[config.mk]
export PLATFORM = sky130hd
export DESIGN_NAME = key_matrix_scan
export DESIGN_NICKNAME = d
export VERILOG_FILES = /design/src/rtl/key_scan_pkg.sv /design/src/rtl/sync_2ff.sv /design/src/rtl/key_matrix_scan.sv
export SDC_FILE = /design/constraint.sdc
export NUM_CORES = 1
export LEC_CHECK = 0
export CAP_MARGIN = 10
export CORE_MARGIN = 3
export CORE_UTILIZATION = 54
export CTS_CLUSTER_DIAMETER = 200
export DETAILED_ROUTE_END_ITERATION = 10
export DONT_BUFFER_PORTS = 1
export PLACE_DENSITY = 0.7
export SYNTH_ARGS = -nofsm -noshare
export SYNTH_HDL_FRONTEND = slang
export SYNTH_SLANG_ARGS = --single-unit
[constraint.sdc]
create_clock -name clk -period 5.3 [get_ports clk]
set_input_delay 0.265 -clock clk [delete_from_list [all_inputs] [get_ports clk]]
set_output_delay 0.265 -clock clk [all_outputs]
set_load 0.02 [all_outputs]
[src/rtl/key_scan_pkg.sv]
// Shared encodings and helpers for the 4x4 keypad scanner.
package key_scan_pkg;

    typedef enum logic [1:0] {
        SCAN     = 2'd0,
        DEBOUNCE = 2'd1,
        HELD     = 2'd2,
        RELEASE  = 2'd3
    } scan_state_t;

    localparam logic [3:0]  ROW0_N            = 4'b1110;
    localparam logic [3:0]  ROW_IDLE_N        = 4'b1111;
    localparam logic [15:0] SCAN_DIV_DEFAULT  = 16'd49999;
    localparam logic [7:0]  DEB_COUNT_DEFAULT = 8'd20;

    // Lowest-index low column wins; only meaningful when some column is low.
    function automatic logic [1:0] first_low_col(input logic [3:0] cols_n);
        if (!cols_n[0])      return 2'd0;
        else if (!cols_n[1]) return 2'd1;
        else if (!cols_n[2]) return 2'd2;
        else                 return 2'd3;
    endfunction

    function automatic logic [3:0] row_drive(input logic [1:0] row);
        return ~(4'b0001 << row);
    endfunction

endpackage

[src/rtl/sync_2ff.sv]
// Two-flop synchronizer for asynchronous level inputs (keypad columns, push buttons).
module sync_2ff #(
    parameter int              WIDTH     = 1,
    parameter logic [WIDTH-1:0] RESET_VAL = '1
) (
    input  logic             clk,
    input  logic             reset_n,
    input  logic [WIDTH-1:0] d,
    output logic [WIDTH-1:0] q
);

    logic [WIDTH-1:0] meta;

    // NOTE: non-blocking assignments make both flops sample together, so the
    // chain really is two stages deep regardless of statement order.
    always_ff @(posedge clk) begin
        if (!reset_n) begin
            meta <= RESET_VAL;
            q    <= RESET_VAL;
        end else begin
            meta <= d;
            q    <= meta;
        end
    end

endmodule

[src/rtl/key_matrix_scan.sv]
// 4x4 keypad scanner: rotates an active-low row drive, debounces the column
// returns on a slow tick and emits hex key codes with a valid/ready handshake.
module key_matrix_scan
    import key_scan_pkg::*;
#(
    parameter logic [15:0] SCAN_DIV  = SCAN_DIV_DEFAULT,
    parameter logic [7:0]  DEB_COUNT = DEB_COUNT_DEFAULT
) (
    input  logic       clk,
    input  logic       reset_n,
    input  logic       en,
    input  logic [3:0] col_n,
    output logic [3:0] row_n,
    output logic [3:0] key_code,
    output logic       key_valid,
    input  logic       key_ready,
    output logic       key_held,
    output logic       overflow
);

    logic [3:0]  col_s;
    logic [15:0] divider;
    logic        tick;
    logic        scan_on;

    scan_state_t state, state_nxt;
    logic [1:0]  row_ptr, row_nxt;
    logic [1:0]  col_lat, col_nxt;
    logic [7:0]  deb_cnt, deb_nxt;
    logic        accept;
    logic        release_done;

    logic        any_low;
    logic        latched_low;

    sync_2ff #(.WIDTH(4), .RESET_VAL(4'b1111)) u_col_sync (
        .clk     (clk),
        .reset_n (reset_n),
        .d       (col_n),
        .q       (col_s)
    );

    assign tick        = en && (divider == SCAN_DIV);
    assign any_low     = ~&col_s;
    assign latched_low = ~col_s[col_lat];
    assign row_n       = scan_on ? row_drive(row_ptr) : ROW_IDLE_N;

    always_ff @(posedge clk) begin
        if (!reset_n)   divider <= '0;
        else if (!en)   divider <= '0;
        else if (tick)  divider <= '0;
        else            divider <= divider + 16'd1;
    end

    always_ff @(posedge clk) begin
        if (!reset_n)  state <= SCAN;
        else if (!en)  state <= SCAN;
        else           state <= state_nxt;
    end

    // NOTE: every output of this block gets a default before the case, so no
    // path leaves a variable unassigned and no latch is inferred.
    always_comb begin
        state_nxt    = state;
        row_nxt      = row_ptr;
        col_nxt      = col_lat;
        deb_nxt      = deb_cnt;
        accept       = 1'b0;
        release_done = 1'b0;
        if (tick) begin
            unique case (state)
                SCAN: begin
                    if (any_low) begin
                        col_nxt = first_low_col(col_s);
                        deb_nxt = 8'd1;
                        if (DEB_COUNT == 8'd1) begin
                            state_nxt = HELD;
                            accept    = 1'b1;
                        end else begin
                            state_nxt = DEBOUNCE;
                        end
                    end else begin
                        row_nxt = row_ptr + 2'd1;
                    end
                end
                DEBOUNCE: begin
                    if (latched_low) begin
                        deb_nxt = deb_cnt + 8'd1;
                        if (deb_nxt == DEB_COUNT) begin
                            state_nxt = HELD;
                            accept    = 1'b1;
                        end
                    end else begin
                        deb_nxt   = 8'd0;
                        state_nxt = SCAN;
                        row_nxt   = row_ptr + 2'd1;
                    end
                end
                HELD: begin
                    // Other columns in the frozen row are deliberately ignored.
                    if (!latched_low) begin
                        deb_nxt = 8'd1;
                        if (DEB_COUNT == 8'd1) begin
                            state_nxt    = SCAN;
                            row_nxt      = row_ptr + 2'd1;
                            release_done = 1'b1;
                        end else begin
                            state_nxt = RELEASE;
                        end
                    end
                end
                RELEASE: begin
                    if (!latched_low) begin
                        deb_nxt = deb_cnt + 8'd1;
                        if (deb_nxt == DEB_COUNT) begin
                            state_nxt    = SCAN;
                            row_nxt      = row_ptr + 2'd1;
                            release_done = 1'b1;
                        end
                    end else begin
                        deb_nxt   = 8'd0;
                        state_nxt = HELD;
                    end
                end
                default: state_nxt = SCAN;
            endcase
        end
    end

    always_ff @(posedge clk) begin
        if (!reset_n) begin
            scan_on  <= 1'b1;
            row_ptr  <= 2'd0;
            col_lat  <= 2'd0;
            deb_cnt  <= 8'd0;
            key_held <= 1'b0;
        end else if (!en) begin
            scan_on  <= 1'b0;
            row_ptr  <= 2'd0;
            deb_cnt  <= 8'd0;
            key_held <= 1'b0;
        end else begin
            scan_on <= 1'b1;
            row_ptr <= row_nxt;
            col_lat <= col_nxt;
            deb_cnt <= deb_nxt;
            if (accept)            key_held <= 1'b1;
            else if (release_done) key_held <= 1'b0;
        end
    end

    // Handshake runs regardless of en so a parked key can still be consumed.
    always_ff @(posedge clk) begin
        if (!reset_n) begin
            key_code  <= 4'd0;
            key_valid <= 1'b0;
            overflow  <= 1'b0;
        end else begin
            overflow <= accept && key_valid && !key_ready;
            if (accept) begin
                key_code  <= {row_ptr, col_nxt};
                key_valid <= 1'b1;
            end else if (key_valid && key_ready) begin
                key_valid <= 1'b0;
            end
        end
    end

endmodule

==> flow_summary.ini <==
[synth]
syn_inst = 238
synthesis.area_um2 = 2137
synth_cell_types = 47
syn_nets = 252
synth_seq_area_share = 0.4309
avgSynthCellArea_um2 = 8.979
yosysWarnings = 0
ys_ff_latch = 46

[sta]
layout_min_cycle_time_ns = 2.124
final.setup.tns_ns = 0
relSlewSlack = 0.6332
setup_viol = 0
holdWs_ns = 0.03496
tightest_slew_ns = 0.5491
slew_viol_final = 0
hold_viol = 0
fin_crit_sh = 0.4008
max_freq_mhz = 470.7
clock_skew_ns = 0.004698
rsz0062_at_grt = no

[outcome]
status = finished clean

[routing]
met1Wirelength_um = 1879
top_layer = met4
drtIter0Drc = 109
viasPerCell = 5.484
wl_met3_um = 123
final_antenna_net_count = 0
first_pass_iters = 4
num_vias = 1574
post-route-drc-count = 0
wl_per_cell_um = 13.91
route.met2.wl_um = 1882
wirelength_um = 3993

[global_route]
grt_pass1_wl_um = 6920
antenna_found_initial = 0
grt_max_degree = 15
grt_pass1_vias = 1537
grt_usage = 0.1996
overflow = 0

[pwr]
switchingPower_mw = 0.1204
ir_drop_uv = 157.0
p_per_area_nw_per_um2 = 258.1
switching_share = 0.2074
pwr-share-clk = 0.369
p_seq_frac = 0.606
p_int_mw = 0.4602
p_comb_frac = 0.025
power.total_mw = 0.5806
p_leak_nw = 0.7827

[final_layout]
fin_nets = 252
drive_gt1_frac = 0.06695
area_delta_synth_final_pct = 5.269
diodes = 0

[flow_run]
max-cap-violations = 0

[critical_path]
critical_path_arrival_ns = 2.31
reg2reg_depth = 6
r2r_start = deb_cnt[0]
critical_path_required_ns = 5.48
crit_fanout = 4
startpoint_type = register
worstSetupEndpointType = register
reg2reg_slack_ns = 3.18
critical_path_class = reg2reg
rr_endpoint = row_ptr[0]

[min_path]
holdCritPathClass = in2reg
holdCritStartpoint = reset_n
hold_depth = 1
min_to = u_col_sync.q[1]

[clocking]
cts_repair_resize_count = 0
cts_sinks = 46
clk_pin_slew_ns = 0.08
insertion_delay_ns = 0.30
postCtsHoldBufs = 0
cts_buffers = 5
post_cts_buffers = 0
root_buffer = clkbuf_8
cts_max_level = 2
cts_tree = yes
clock_path_buffers = 2

[placed_design]
io_buffers = 0
place_congestion = 0.8167
dp_hpwl_um = 2935

[floorplan]
start_util = 0.5709
coreArea_um2 = 3744
die_y_um = 68.91
rows = 22
ios = 19
die_x_um = 68.91
dieArea_um2 = 4749
[metrics by stage]
step | cell area [µm²] | setup WS, ns | std cells | utilization
3_3_place_gp | 2158 | 3.272 | 279 | 0.5765
5_1_grt | 2250 | 2.992 | 287 | 0.6009
4_1_cts | 2250 | 3.169 | 287 | 0.6009
2_1_floorplan | 2137 | 3.395 | 238 | -
6_report | 2250 | 3.176 | 287 | 0.6009
3_5_place_dp | 2158 | 3.180 | 279 | 0.5765
[power groups by stage]
stage	registers (mW)	clock network, mW	logic (mW)
4_1_cts	0.352	0.222	0.0149
5_1_grt	0.353	0.238	0.0169
3_3_place_gp	0.360	0	0.0148
3_5_place_dp	0.360	0	0.0149
6_report	0.352	0.214	0.0147
2_1_floorplan	0.359	0	0.0130
[area by class of cell]
cell class,count,area [µm²]
clock inverter,1,5.005
multi-input combinational,177,1147
fill,343,1494
inverter,8,30.03
tap,48,60.06
clock buffer,7,86.33
sequential,46,920.9
[cells in the final DEF (no fill, tap or decap), types with 2 or more instances in the layout]
cell	instances
a21oi_1	10
a32o_1	2
a41oi_1	2
and2_1	4
and3_1	7
and4_1	2
clkbuf_8	6
dfxtp_1	46
ha_1	6
inv_1	8
mux2i_1	3
nand2_1	24
nand2b_1	10
nand3_1	12
nand4_1	5
nor2_1	28
nor2b_1	2
nor3_1	6
nor4_1	6
o21a_1	2
o21ai_0	9
xnor2_1	11
xor2_1	5
[worst max-delay path, cell delays in order (launching register included)]
cell and delay [ns]:
dfxtp_1 0.37, ha_1 0.22, nor3b_1 0.49, nand4_1 0.22, a311oi_1 0.48, xnor2_1 0.17, nor2_1 0.06
[layer usage]
metal,vias to the layer above,track usage
li1,831,-
met1,714,0.2485
met2,19,0.3250
met3,10,0.04052
met4,0,0.1022
met5,-,0
[kinds of logic (layout without fill, tap and decap cells)]
family                     after synthesis  count (layout)  synth area share
DFF                                     46              46            0.4309
muxes                                    4               4           0.02459
xor gates and xnor gates                16              16           0.06557
buffers and inverters                   15              16           0.03220
AOI/OAI and AO/OA                       33              33            0.1001
adders and majority gates                6               6           0.03513
and+or+nand+nor                        118             118            0.3115
[Yosys cell counts, drive strengths merged]
cell,count,area (µm²)
and3,8,51.30
mux4,1,22.52
a21boi,1,7.510
o21a,2,15.01
nor4b,2,32.53
o31ai,1,7.510
nor4,8,71.32
inv,8,30.03
or2b,1,7.510
o21ai,9,45.04
a32o,2,20.02
and4,2,17.52
nand2,24,90.09
a21oi,11,58.81
o2bb2ai,1,8.760
dfxtp,46,920.9
or3b,1,8.760
a211oi,1,7.510
nor2,28,105.1
and2b,1,7.510
nand4bb,1,27.53
ha,6,75.07
xnor2,11,96.34
mux2i,3,30.03
nand2b,10,62.56
nand3,13,70.07
o21bai,1,7.510
nand4,5,31.28
and2,4,25.02
nand3b,1,7.510
xor2,5,43.79
nor2b,2,12.51
a211o,1,10.01
nor3b,1,7.510
a311oi,1,8.760
buf,1,11.26
a41oi,2,17.52
clkbuf,6,27.52
nor3,6,30.03
[state kept, by name, summed over array words and instances, names as in the netlist, named ones only]
name             flops
deb_cnt              8
divider             16
scan_on              1
state                1
key_code             4
key_held             1
overflow             1
col_lat              2
u_col_sync.q         4
row_ptr              2
u_col_sync.meta      4
key_valid            1
[worst max path at each step]
stage	startpoint	end	cells past startpoint
after floorplan	deb_cnt[0]	row_ptr[0]	6
after global placement	deb_cnt[0]	row_ptr[0]	6
after detailed placement	deb_cnt[0]	row_ptr[0]	6
after CTS	deb_cnt[0]	row_ptr[0]	6
after global routing	deb_cnt[0]	row_ptr[1]	6
final	deb_cnt[0]	row_ptr[0]	6
(Power assumes the default switching activity.)
